==> src/rtl/types_amba_pkg.sv <==
// Minimal AMBA APB request/response types shared by APB slaves in this slice.
package types_amba_pkg;

    typedef struct packed {
        logic        psel;
        logic        penable;
        logic [31:0] paddr;
        logic        pwrite;
        logic [31:0] pwdata;
    } apb_in_type;

    typedef struct packed {
        logic [31:0] prdata;
        logic        pready;
        logic        pslverr;
    } apb_out_type;

endpackage

==> src/rtl/apb_ddr_mgmt_pkg.sv <==
// Shared types, register layout and address map of the DDR management block.
package apb_ddr_mgmt_pkg;
    import types_amba_pkg::*;

    typedef enum logic [1:0] {
        CHN_IDLE = 2'd0,
        CHN_REF  = 2'd1,
        CHN_ZQ   = 2'd2
    } chn_state_e;

    typedef struct packed {
        logic        sr_en;
        logic        auto_ref_en;
        logic        irq_en;
        logic [15:0] ref_period;
        logic [11:0] temp_limit;
    } chn_regs_t;

    localparam chn_regs_t CHN_REGS_RST = '{
        sr_en:       1'b0,
        auto_ref_en: 1'b0,
        irq_en:      1'b0,
        ref_period:  16'd7800,
        temp_limit:  12'hFFF
    };

    localparam logic [11:0] ADDR_ID         = 12'h000;
    localparam logic [5:0]  CHN_WINDOW      = 6'b000001;
    localparam logic [3:0]  OFF_STATUS      = 4'h0;
    localparam logic [3:0]  OFF_CTRL        = 4'h4;
    localparam logic [3:0]  OFF_REF_PERIOD  = 4'h8;
    localparam logic [3:0]  OFF_TEMP_LIMIT  = 4'hC;

    localparam int CTRL_SR_EN    = 0;
    localparam int CTRL_REF_NOW  = 1;
    localparam int CTRL_ZQ_NOW   = 2;
    localparam int CTRL_AUTO_REF = 3;
    localparam int CTRL_IRQ_EN   = 4;
    localparam int CTRL_CLR      = 8;

    function automatic logic [31:0] ctrlReadback(input chn_regs_t regs);
        return {27'd0, regs.irq_en, regs.auto_ref_en, 2'b00, regs.sr_en};
    endfunction

endpackage

==> src/rtl/apb_ddr_mgmt_chn.sv <==
// One DDR channel: maintenance request FSM, auto-refresh timer and sticky alarms.
module apb_ddr_mgmt_chn
    import apb_ddr_mgmt_pkg::*;
(
    input  logic        clk_i,
    input  logic        rst_i,
    input  logic        srEn_i,
    input  logic        autoRefEn_i,
    input  logic        irqEn_i,
    input  logic [15:0] refPeriod_i,
    input  logic [11:0] tempLimit_i,
    input  logic [11:0] deviceTemp_i,
    input  logic        refNow_i,
    input  logic        zqNow_i,
    input  logic        clrSticky_i,
    input  logic        autoLoad_i,
    input  logic        refAck_i,
    input  logic        zqAck_i,
    output logic        refReq_o,
    output logic        zqReq_o,
    output logic        tempAlarm_o,
    output logic        refMissed_o,
    output logic        irq_o
);

    chn_state_e  state_q;
    logic        refPend_q;
    logic        zqPend_q;
    logic        refMissed_q;
    logic        tempAlarm_q;
    logic        refReq_q;
    logic        zqReq_q;
    logic [15:0] refCnt_q;

    logic timerExpire;
    logic refSet;
    logic tempOver;

    // A zero period parks the timer; a load in the same cycle supersedes expiry.
    assign timerExpire = autoRefEn_i && !autoLoad_i && (refPeriod_i != 16'd0) && (refCnt_q == 16'd0);
    assign refSet      = refNow_i | timerExpire;
    assign tempOver    = deviceTemp_i > tempLimit_i;

    always_ff @(posedge clk_i) begin
        if (rst_i) begin
            state_q     <= CHN_IDLE;
            refPend_q   <= 1'b0;
            zqPend_q    <= 1'b0;
            refMissed_q <= 1'b0;
            tempAlarm_q <= 1'b0;
            refReq_q    <= 1'b0;
            zqReq_q     <= 1'b0;
            refCnt_q    <= 16'd0;
        end else begin
            if (autoLoad_i) begin
                refCnt_q <= refPeriod_i;
            end else if (!autoRefEn_i) begin
                refCnt_q <= 16'd0;
            end else if (refPeriod_i != 16'd0) begin
                refCnt_q <= (refCnt_q == 16'd0) ? refPeriod_i : refCnt_q - 16'd1;
            end

            refMissed_q <= (timerExpire & refPend_q) | (refMissed_q & ~clrSticky_i);
            tempAlarm_q <= tempOver | (tempAlarm_q & ~clrSticky_i);
            refPend_q   <= refPend_q | refSet;
            zqPend_q    <= zqPend_q | zqNow_i;

            // Requests set in the same cycle are acted on immediately; refresh wins over ZQ.
            case (state_q)
                CHN_IDLE: begin
                    if (!srEn_i) begin
                        if (refPend_q || refSet) begin
                            state_q  <= CHN_REF;
                            refReq_q <= 1'b1;
                        end else if (zqPend_q || zqNow_i) begin
                            state_q <= CHN_ZQ;
                            zqReq_q <= 1'b1;
                        end
                    end
                end
                CHN_REF: begin
                    if (refAck_i) begin
                        state_q   <= CHN_IDLE;
                        refReq_q  <= 1'b0;
                        refPend_q <= 1'b0;
                    end
                end
                CHN_ZQ: begin
                    if (zqAck_i) begin
                        state_q  <= CHN_IDLE;
                        zqReq_q  <= 1'b0;
                        zqPend_q <= 1'b0;
                    end
                end
                default: begin
                    state_q  <= CHN_IDLE;
                    refReq_q <= 1'b0;
                    zqReq_q  <= 1'b0;
                end
            endcase
        end
    end

    assign refReq_o    = refReq_q;
    assign zqReq_o     = zqReq_q;
    assign tempAlarm_o = tempAlarm_q;
    assign refMissed_o = refMissed_q;
    assign irq_o       = irqEn_i & (tempAlarm_q | refMissed_q);

endmodule

==> src/rtl/apb_ddr_mgmt.sv <==
// APB register front-end for CHN_TOTAL DDR controller channels; one FSM per channel.
module apb_ddr_mgmt
    import types_amba_pkg::*;
    import apb_ddr_mgmt_pkg::*;
#(
    parameter int          CHN_TOTAL      = 2,
    parameter logic [15:0] REF_PERIOD_RST = 16'd7800
) (
    input  logic                      i_clk,
    input  logic                      i_rst,
    input  apb_in_type                i_apbi,
    output apb_out_type               o_apbo,
    input  logic [CHN_TOTAL-1:0]      i_pll_locked,
    input  logic [CHN_TOTAL-1:0]      i_init_calib_done,
    input  logic [12*CHN_TOTAL-1:0]   i_device_temp,
    input  logic [CHN_TOTAL-1:0]      i_sr_active,
    input  logic [CHN_TOTAL-1:0]      i_ref_ack,
    input  logic [CHN_TOTAL-1:0]      i_zq_ack,
    output logic [CHN_TOTAL-1:0]      o_sr_req,
    output logic [CHN_TOTAL-1:0]      o_ref_req,
    output logic [CHN_TOTAL-1:0]      o_zq_req,
    output logic                      o_irq
);

    chn_regs_t                  regs_q [CHN_TOTAL];
    logic [CHN_TOTAL-1:0]       pll_q;
    logic [CHN_TOTAL-1:0]       calib_q;
    logic [CHN_TOTAL-1:0]       srAct_q;
    logic [12*CHN_TOTAL-1:0]    temp_q;
    logic                       pready_q;
    logic                       pslverr_q;
    logic [31:0]                prdata_q;

    logic [CHN_TOTAL-1:0] ctrlWr;
    logic [CHN_TOTAL-1:0] refNow;
    logic [CHN_TOTAL-1:0] zqNow;
    logic [CHN_TOTAL-1:0] clrSticky;
    logic [CHN_TOTAL-1:0] autoLoad;
    logic [CHN_TOTAL-1:0] tempAlarm;
    logic [CHN_TOTAL-1:0] refMissed;
    logic [CHN_TOTAL-1:0] chnIrq;

    logic [11:0] addr;
    logic [1:0]  chnSel;
    logic [3:0]  offSel;
    logic        access;
    logic        isId;
    logic        chnValid;
    logic        regHit;
    logic        wrEn;
    logic [31:0] rdata;
    logic        unusedApb;

    // Gating on pready_q keeps the completion cycle from being taken as a second access.
    assign access    = i_apbi.psel & i_apbi.penable & ~pready_q;
    assign addr      = i_apbi.paddr[11:0];
    assign chnSel    = addr[5:4];
    assign offSel    = addr[3:0];
    assign isId      = (addr == ADDR_ID);
    assign chnValid  = (addr[11:6] == CHN_WINDOW) && (32'(chnSel) < CHN_TOTAL);
    assign regHit    = isId || (chnValid && (offSel inside {OFF_STATUS, OFF_CTRL, OFF_REF_PERIOD, OFF_TEMP_LIMIT}));
    assign wrEn      = access && i_apbi.pwrite && chnValid && regHit;
    assign unusedApb = ^{i_apbi.paddr[31:12], i_apbi.pwdata[31:16]};

    always_comb begin
        rdata = '0;
        if (isId) begin
            rdata = {24'd0, 8'(CHN_TOTAL)};
        end else begin
            for (int c = 0; c < CHN_TOTAL; c++) begin
                if (chnSel == 2'(c)) begin
                    case (offSel)
                        OFF_STATUS:     rdata = {4'd0, temp_q[12*c +: 12], 11'd0, refMissed[c],
                                                 tempAlarm[c], srAct_q[c], calib_q[c], pll_q[c]};
                        OFF_CTRL:       rdata = ctrlReadback(regs_q[c]);
                        OFF_REF_PERIOD: rdata = {16'd0, regs_q[c].ref_period};
                        OFF_TEMP_LIMIT: rdata = {20'd0, regs_q[c].temp_limit};
                        default:        rdata = '0;
                    endcase
                end
            end
        end
    end

    always_ff @(posedge i_clk) begin
        if (i_rst) begin
            pll_q     <= '0;
            calib_q   <= '0;
            srAct_q   <= '0;
            temp_q    <= '0;
            pready_q  <= 1'b0;
            pslverr_q <= 1'b0;
            prdata_q  <= '0;
            for (int c = 0; c < CHN_TOTAL; c++) begin
                regs_q[c]            <= CHN_REGS_RST;
                regs_q[c].ref_period <= REF_PERIOD_RST;
            end
        end else begin
            pll_q    <= i_pll_locked;
            calib_q  <= i_init_calib_done;
            srAct_q  <= i_sr_active;
            temp_q   <= i_device_temp;
            pready_q <= access;
            if (access) begin
                prdata_q  <= (regHit && !i_apbi.pwrite) ? rdata : 32'd0;
                pslverr_q <= !regHit;
            end
            for (int c = 0; c < CHN_TOTAL; c++) begin
                if (wrEn && (chnSel == 2'(c))) begin
                    case (offSel)
                        OFF_CTRL: begin
                            regs_q[c].sr_en       <= i_apbi.pwdata[CTRL_SR_EN];
                            regs_q[c].auto_ref_en <= i_apbi.pwdata[CTRL_AUTO_REF];
                            regs_q[c].irq_en      <= i_apbi.pwdata[CTRL_IRQ_EN];
                        end
                        OFF_REF_PERIOD: regs_q[c].ref_period <= i_apbi.pwdata[15:0];
                        OFF_TEMP_LIMIT: regs_q[c].temp_limit <= i_apbi.pwdata[11:0];
                        default: ;
                    endcase
                end
            end
        end
    end

    for (genvar g = 0; g < CHN_TOTAL; g++) begin : g_chn
        assign ctrlWr[g]    = wrEn && (chnSel == 2'(g)) && (offSel == OFF_CTRL);
        assign refNow[g]    = ctrlWr[g] & i_apbi.pwdata[CTRL_REF_NOW];
        assign zqNow[g]     = ctrlWr[g] & i_apbi.pwdata[CTRL_ZQ_NOW];
        assign clrSticky[g] = ctrlWr[g] & i_apbi.pwdata[CTRL_CLR];
        assign autoLoad[g]  = ctrlWr[g] & i_apbi.pwdata[CTRL_AUTO_REF] & ~regs_q[g].auto_ref_en;
        assign o_sr_req[g]  = regs_q[g].sr_en;

        apb_ddr_mgmt_chn u_chn (
            .clk_i        (i_clk),
            .rst_i        (i_rst),
            .srEn_i       (regs_q[g].sr_en),
            .autoRefEn_i  (regs_q[g].auto_ref_en),
            .irqEn_i      (regs_q[g].irq_en),
            .refPeriod_i  (regs_q[g].ref_period),
            .tempLimit_i  (regs_q[g].temp_limit),
            .deviceTemp_i (temp_q[12*g +: 12]),
            .refNow_i     (refNow[g]),
            .zqNow_i      (zqNow[g]),
            .clrSticky_i  (clrSticky[g]),
            .autoLoad_i   (autoLoad[g]),
            .refAck_i     (i_ref_ack[g]),
            .zqAck_i      (i_zq_ack[g]),
            .refReq_o     (o_ref_req[g]),
            .zqReq_o      (o_zq_req[g]),
            .tempAlarm_o  (tempAlarm[g]),
            .refMissed_o  (refMissed[g]),
            .irq_o        (chnIrq[g])
        );
    end

    assign o_irq = |chnIrq;

    always_comb begin
        o_apbo         = '0;
        o_apbo.prdata  = prdata_q;
        o_apbo.pready  = pready_q;
        o_apbo.pslverr = pslverr_q;
    end

endmodule

==> config.mk <==
export PLATFORM = sky130hd
export DESIGN_NAME = apb_ddr_mgmt
export DESIGN_NICKNAME = d
export VERILOG_FILES = /design/src/rtl/types_amba_pkg.sv /design/src/rtl/apb_ddr_mgmt_pkg.sv /design/src/rtl/apb_ddr_mgmt_chn.sv /design/src/rtl/apb_ddr_mgmt.sv
export SDC_FILE = /design/constraint.sdc
export NUM_CORES = 1
export LEC_CHECK = 0
export ABC_AREA = 0
export BUFFER_PORTS_ARGS = -buffer_cell sky130_fd_sc_hd__clkbuf_2
export CAP_MARGIN = 20
export CORE_MARGIN = 2
export CORE_UTILIZATION = 57
export CTS_BUF_LIST = sky130_fd_sc_hd__clkbuf_4 sky130_fd_sc_hd__clkbuf_8
export CTS_CLUSTER_DIAMETER = 100
export DETAILED_ROUTE_END_ITERATION = 7
export HOLD_SLACK_MARGIN = 0.15
export PLACE_DENSITY = 0.92
export SYNTH_ARGS = -nofsm -noshare
export SYNTH_HDL_FRONTEND = slang
export SYNTH_SLANG_ARGS = --single-unit
==> constraint.sdc <==
create_clock -name i_clk -period 4.45 [get_ports i_clk]
set_clock_uncertainty 0.1 [all_clocks]
set_input_delay 0.89 -clock i_clk [delete_from_list [all_inputs] [get_ports i_clk]]
set_output_delay 0.89 -clock i_clk [all_outputs]
set_load 0.05 [all_outputs]
Word-level counts from Yosys, hierarchy flattened
Memory sizes are Yosys's and may differ from the RTL's.
Cells that the tools add are included.
- memories: 1
- input bits: 103
- logic and storage cells: 236
- output and inout bits: 41
- memory bits (writable): 62
- register bits after elaboration: 112
- memories (name ; words ; width ; read ports ; clocked after memory_dff ; write ports ; RTL line ; source):
    regs_q ; 2 ; 31 ; 2 ; 0 ; 2 ; apb_ddr_mgmt.sv:25 ; chn_regs_t regs_q [CHN_TOTAL];
- bitwise logic cells: 53
- equal/unequal tests: 25
- reduce and logical (&&, ||, !) cells: 42
- $lt $le $gt $ge: 3
- muxes and demuxes: 87
- $add $sub $neg: 2
- operators with widths (operator ; count):
    one-hot mux 28 bit (4 select lines) ; 2
    2-to-1 mux 16 bit ; 12
    2-to-1 mux 32 bit ; 3
    2-to-1 mux 1 bit ; 51
    logical NOT 16 bit ; 2
    nonzero test 16 bit ; 2
    subtractor 16 x 1 -> 16 bit (second input constant) ; 2
    2-to-1 mux 28 bit ; 1
    greater-than comparator 12 bit ; 2
    2-to-1 mux 12 bit ; 2
    bitwise OR 1 bit ; 24
    AND 1 bit ; 20
    2-to-1 mux 2 bit ; 10
    logical AND 1 bit ; 16
    != test 2 bit (second input constant) ; 8
    AND reduction 4 bit ; 4
    logical NOT 12 bit ; 1
    one-hot mux 1 bit (3 select lines) ; 4
    one-hot mux 2 bit (3 select lines) ; 2
    AND reduction 5 bit ; 2
    inverter 1 bit ; 9
    == test 4 bit (second input constant) ; 2
    != test 2 x 1 -> 1 bit (second input constant) ; 4
    == test 2 x 1 -> 1 bit (second input constant) ; 3
    12 further kinds ; 24

Longest topological paths before layout
- depth in word-level cells: 18
- gate-level depth with buffers: 9

Hierarchy
Synthesis repeated with hierarchy kept, for this count alone.
- cell total of the unflattened synthesis: 921
- area total of the unflattened synthesis: 8823.5 um2
- modules (own cells, without submodules) (module ; seq. area each (um2) ; area an instance (um2) ; cells each ; times used):
    apb_ddr_mgmt ; 3062.9 ; 5195.0 ; 457 ; 1
    apb_ddr_mgmt_chn ; 480.5 ; 1814.2 ; 232 ; 2

Worst setup path after synthesis
OpenSTA, ideal clock, no wires.
- path kind: input -> register
- start: input i_apbi[42] (netlist name)
- end: memory regs_q[0][12] (netlist name), enable pin
- setup slack: 1.551 ns
- arrival time: 2.427 ns
- stages on the path: 7
- setup time: 0.372 ns
- buffers on the path: 2
- path through: nor4_1 -> nand4_1 -> clkbuf_1 -> nor2_1 -> clkbuf_1 -> nand2_1 -> nand2_1
- RTL lines (element ; RTL line ; source):
    start: declaration ; apb_ddr_mgmt.sv:11 ; input apb_in_type i_apbi,
    end: declaration ; apb_ddr_mgmt.sv:25 ;

Final worst setup path
- start: input i_apbi[37] (netlist name)
- end: register g_chn[1].u_chn.refCnt_q[0]
- cells in the longest elaborated chain, start to end: 10
- RTL lines (element ; RTL line ; source):
    less-than comparator 2 bit ; apb_ddr_mgmt.sv:60 ; assign chnValid = (addr[11:6] == CHN_WINDOW) && (32'(chnSel) < CHN_TOTAL);
    logical AND 1 bit ; apb_ddr_mgmt.sv:60 ;
    logical AND 1 bit ; apb_ddr_mgmt.sv:61 ; assign regHit = isId || (chnValid && (offSel inside {OFF_STATUS, OFF_CTRL, OFF_REF_PERIOD, OFF_TEMP_LIMIT}));
    logical OR 1 bit ; apb_ddr_mgmt.sv:61 ;
    logical AND 1 bit ; apb_ddr_mgmt.sv:62 ; assign wrEn = access && i_apbi.pwrite && chnValid && regHit;
    logical AND 1 bit (*) (2 in series) ; apb_ddr_mgmt.sv:126 ; assign ctrlWr[g] = wrEn && (chnSel == 2'(g)) && (offSel == OFF_CTRL);
    AND 1 bit (*) (2 in series) ; apb_ddr_mgmt.sv:130 ; assign autoLoad[g] = ctrlWr[g] & i_apbi.pwdata[CTRL_AUTO_REF] & ~regs_q[g].auto_ref_en;
    != test 3 bit (no source line) or 2-to-1 mux 16 bit (tied branches) ; - ;
    end signal: assignment ; apb_ddr_mgmt_chn.sv:56 ; refCnt_q <= refPeriod_i;
    end signal: assignment ; apb_ddr_mgmt_chn.sv:60 ; refCnt_q <= (refCnt_q == 16'd0) ? refPeriod_i : refCnt_q - 16'd1;
    end: declaration ; apb_ddr_mgmt_chn.sv:33 ; logic [15:0] refCnt_q;
Mark *: on every way between the ends. The rest lies on a longest branch, timed or not.
A chain may end at the register's enable or synchronous reset.

==> results by stage <==
CTS:
- CTS built an H-tree with a depth of 4.
- The number of setup buffers added after CTS is 0.
- After clock tree synthesis, the flow added hold-fix buffers numbering 0.
- TritonCTS built the clock tree.
- In this run the deepest clock path goes through 2 buffers.
- The number of cells upsized or downsized after cts is 0.
- The clock latency on the worst-skew pair is 0.47 ns.
- The number of sinks handled by clock tree synthesis is 170.
- The root buffer cell chosen for the clock tree is sky130_fd_sc_hd__clkbuf_8.
- The clock-pin slew reported for the worst setup and hold paths after clock tree synthesis is 0.08 ns.
- The number of CTS-inserted buffers is 17.

Floorplanning:
- The number of placement rows is 44.
- The total die area is 0.0158 mm2.
- The effective utilization at floorplan is 58.2%.
- The vertical extent of the die is 126 um.
- The core region is between 0.01 and 0.015 mm2.
- The floorplan step set the die width to 126 um.
- The I/O pin total is between 100 and 150.

Synth:
- After synthesis, the share of flip-flops with an asynchronous set or reset is 0%.
- The average cell area after synthesis is 9.64 um2.
- The number of flops mapped to enable cells by yosys is 62.
- For this run, the register share of the synthesized area comes to 47.8%.
- The synthesized netlist contains 69 unique library cells.
- The netlist area before placement is 0.00843 mm2.
- The number of instances in the synthesized netlist is approximately 870.
- The flip-flop cell with the highest count after synthesis is sky130_fd_sc_hd__dfxtp_1.
- The total of warnings raised by yosys is 0.
- The number of register bits inferred by synthesis is 170.

Power and ir drop:
- The share of total power dissipated in the clock network is between 20% and 30%.
- Internal power comes to ~3100 uW.
- The leakage power figure is about 0.0039 uW.
- The worst supply voltage drop on vdd is 0.430 mV.
- The switching share of power is 35.3%.
- Combinational logic burns 34.2% of the power.
- Power spread over the standard cell area amounts to 502 mW/mm2.
- The net switching power is 1670 uW.
- The proportion of power drawn by flip-flops and latches is 40.8%.

Layout:
- At the end of the flow, the number of nets in the layout was 1076.
- Cells with a size suffix above 1 make up 18.4% of the layout.
- Leaving out fill and tap cells, the most frequent cells in the layout are sky130_fd_sc_hd__dfxtp_1 (108), sky130_fd_sc_hd__nor2_1 (102), sky130_fd_sc_hd__clkbuf_2 (102).
- The layout filler cell count is about 1100.
- The area used by multi-input combinational logic is 0.00401 mm2.
- The layout overhead on the synthesized area is 11.7%.
- For this run, the number of standard cells in the final layout without fillers is 1144.
- Leaving out fill and tap cells, the most frequent cell in the layout is sky130_fd_sc_hd__dfxtp_1.
- The number of antenna repair diodes is 0.
- The flip-flop and latch area is between 0.004 and 0.005 mm2.

Timing:
- The count of endpoints failing setup in the final report is 0.
- Setup repair after global routing left no endpoint under its margin.
- Adding up every negative setup slack in the final design gives 0 ns.
- Measured against its own limit, the worst slew margin works out to 42.4%.
- The final max-slew violation count was 0.
- The shortest period the worst path allows is 3.06 ns.
- Timing would allow up to between 0.3 and 0.4 GHz.
- The final hold violation count is 0.
- The worst path uses 68.9% of the clock period.
- At the pin with the least slew margin, the transition time is 0.856 ns.

Placement:
- Counting tap cells, the placed design contains a total of approximately 1100 instances.
- At the end of routability-driven placement, the weighted congestion stood at 0.959.
- After legalization and detailed placement, the total HPWL measured roughly 17 mm.
- The number of buffers added on ports is 103.

Global route:
- The pin count of the biggest net entering global routing is 54.
- The global route total overflow is 0.
- The number of global-route vias before repair is ~6900.
- The number of antenna violations at the first check in global routing came to 0.
- The first-pass GRT wire length is 36.6 mm.
- For this run, the total global-route usage over all layers was measured as 29.4%.

Route:
- The number of violations reported at the end of detailed-routing iteration 0 is approximately 1000.
- In the routed layout, each cell is associated on average with a via count of 6.55.
- The routed design has about 23 mm of wire.
- The antenna violation net count after detailed routing is 0.
- The routed layout has 7497 vias.
- The average detailed-routed wire length per instance is 20.4 um.
- The pre-antenna-repair detailed-routing pass consisted of 7 iterations.
- After detailed routing, the number of remaining DRC violations is 0.

Worst setup path:
- Data on the critical path is required at its endpoint by 4.72 ns.
- The kind of cell with the highest combined delay on the critical path is simple AND/OR/NAND/NOR gates.
- The biggest fanout along the worst timing path is 28.
- Counting cells, the worst reg-to-reg path comes to 9.
- The origin of the critical flop-to-flop path is g_chn[0].u_chn.refCnt_q[0]$_SDFFE_PP0P_.
- The signal on the critical path passes through clkbuf_2, nor2b_1, nand4b_1, nor2_1, a21o_1, a221oi_1, a211oi_1.
- The data arrival time of the worst path is 3.33 ns.
- The setup path with the least slack is of type input pin to flop.
- The slowest cell on the critical path is sky130_fd_sc_hd__clkbuf_2.
- The kind of capture point of the worst setup path is a flop.
- The type of element launching the critical path is an input pin.
- Together, buffers and inverters on the worst path number 1.
- The worst register-to-register path ends at g_chn[0].u_chn.refCnt_q[9]$_SDFFE_PP0P_.
- The biggest cell delay along the critical path is between 0.5 and 0.6 ns.
- In this run the register-to-register setup slack is 1.54 ns.

Run status:
- The run finished with clean final reports.

Worst hold path:
- The class of the tightest hold or removal check is flop to flop.
- The worst hold path startpoint is g_chn[0].u_chn.zqReq_o$_SDFFE_PP0P_.
- For hold timing, the worst endpoint is g_chn[0].u_chn.zqReq_o$_SDFFE_PP0P_.
- Counting instances, the worst hold path has a depth of 2.

Run:
- The tool flagged a number of max-cap violations equal to 0.
[worst min-delay path, stage by stage (launching register included)]
cell and delay, ns:
sky130_fd_sc_hd__dfxtp_1 0.32, sky130_fd_sc_hd__nand3_1 0.06, sky130_fd_sc_hd__nand2_1 0.04
[cell type report]
| type | count | area share [%] |
|---|---|---|
| clock buffer | 25 | 3.39 |
| clock inverter | 7 | 1.21 |
| multi-input combinational | 609 | 42.6 |
| timing repair buffer | 110 | 6.06 |
| inverter | 39 | 1.56 |
| tap | 184 | 2.45 |
| sequential | 170 | 42.8 |
[through the flow]
step / hold WS, ns / total power, uW / worst slack, ns / instance area (um2) / utilization [%]
final: 0.355 / 4720 / 1.39 / 9410 / 65.0
after global placement: 0.343 / 3450 / 1.14 / 8980 / 62.0
after CTS: 0.355 / 4670 / 1.51 / 9410 / 65.0
after detailed placement: 0.345 / 3500 / 1.05 / 8980 / 62.0
after global routing: 0.393 / 4970 / 1.22 / 9410 / 65.0
after floorplan: 0.330 / 3150 / 1.55 / 8440 / -
[routing by layer]
layer,routed length (um),track usage (%),vias to the layer above
li1,-,-,3353
met1,8930,38.7,3527
met2,10700,46.3,550
met3,3020,8.60,67
met4,689,10.8,0
met5,0,0,-
[sequential cells by signal, indices dropped and copies added, names as in the netlist]
| register | count |
|---|---|
| g_chn.u_chn.tempAlarm_o | 2 |
| g_chn.u_chn.refPend_q | 2 |
| calib_q | 2 |
| temp_q | 24 |
| g_chn.u_chn.zqPend_q | 2 |
| g_chn.u_chn.refMissed_o | 2 |
| g_chn.u_chn.state_q | 4 |
| g_chn.u_chn.refReq_o | 2 |
| regs_q | 62 |
| g_chn.u_chn.refCnt_q | 32 |
| pready_q | 1 |
| srAct_q | 2 |
| pslverr_q | 1 |
| pll_q | 2 |
| g_chn.u_chn.zqReq_o | 2 |
| prdata_q | 28 |
[kinds of logic (layout without fill, tap and decap cells)]
family,Yosys count,after routing,synth area share [%]
other cells,1,4,0.0445
mux,26,26,4.25
fa+ha+maj,26,26,3.86
flops,170,170,47.8
compound gates,209,209,17.5
xor+xnor,8,8,0.832
buf+inv,98,181,4.96
simple gates,336,336,20.8
[power by group through the flow]
stage | Sequential (uW) | Clock [uW] | Combinational (uW)
finish | 1930 | 1180 | 1610
global placement | 1940 | 0 | 1500
CTS | 1920 | 1180 | 1570
detailed placement | 1950 | 0 | 1550
floorplan | 1900 | 0 | 1250
global route | 1940 | 1250 | 1780
[worst max path at each step]
| stage | startpoint | endpoint | slack [ns] | depth (start not counted) |
|---|---|---|---|---|
| after detailed placement | i_apbi[37] | g_chn[0].u_chn.state_q[1]$_SDFFE_PP0P_ | 1.05 | 7 |
| after CTS | i_apbi[37] | g_chn[0].u_chn.state_q[1]$_SDFFE_PP0P_ | 1.51 | 7 |
| after global routing | i_apbi[37] | g_chn[0].u_chn.state_q[1]$_SDFFE_PP0P_ | 1.22 | 7 |
| after global placement | i_apbi[37] | regs_q[1][5]$_DFFE_PP_ | 1.14 | 5 |
| after floorplan | i_apbi[42] | regs_q[0][12]$_DFFE_PP_ | 1.55 | 7 |
| final | i_apbi[37] | g_chn[1].u_chn.refCnt_q[0]$_SDFFE_PP0P_ | 1.39 | 7 |
[cells in the mapped netlist (all sizes together), types with 10 or more instances]
library cell    n  share of area (%)
o21ai          40                2.4
buf            21                1.5
dfxtp         108                 26
edfxtp         62                 22
nand2          54                2.4
mux2           18                2.4
nand2b         16                1.2
nor4           20                1.6
a221oi         10                1.0
a21o           10               0.89
nor2b          35                2.6
o21a           13                1.2
a22oi          41                3.7
and2           15                1.1
inv            39                1.7
ha             26                3.9
clkbuf         38                1.7
nor2          102                4.5
nand3          10               0.59
and3           14                1.0
a21oi          26                1.5
nor3           29                1.8
(Power assumes the default switching activity.)
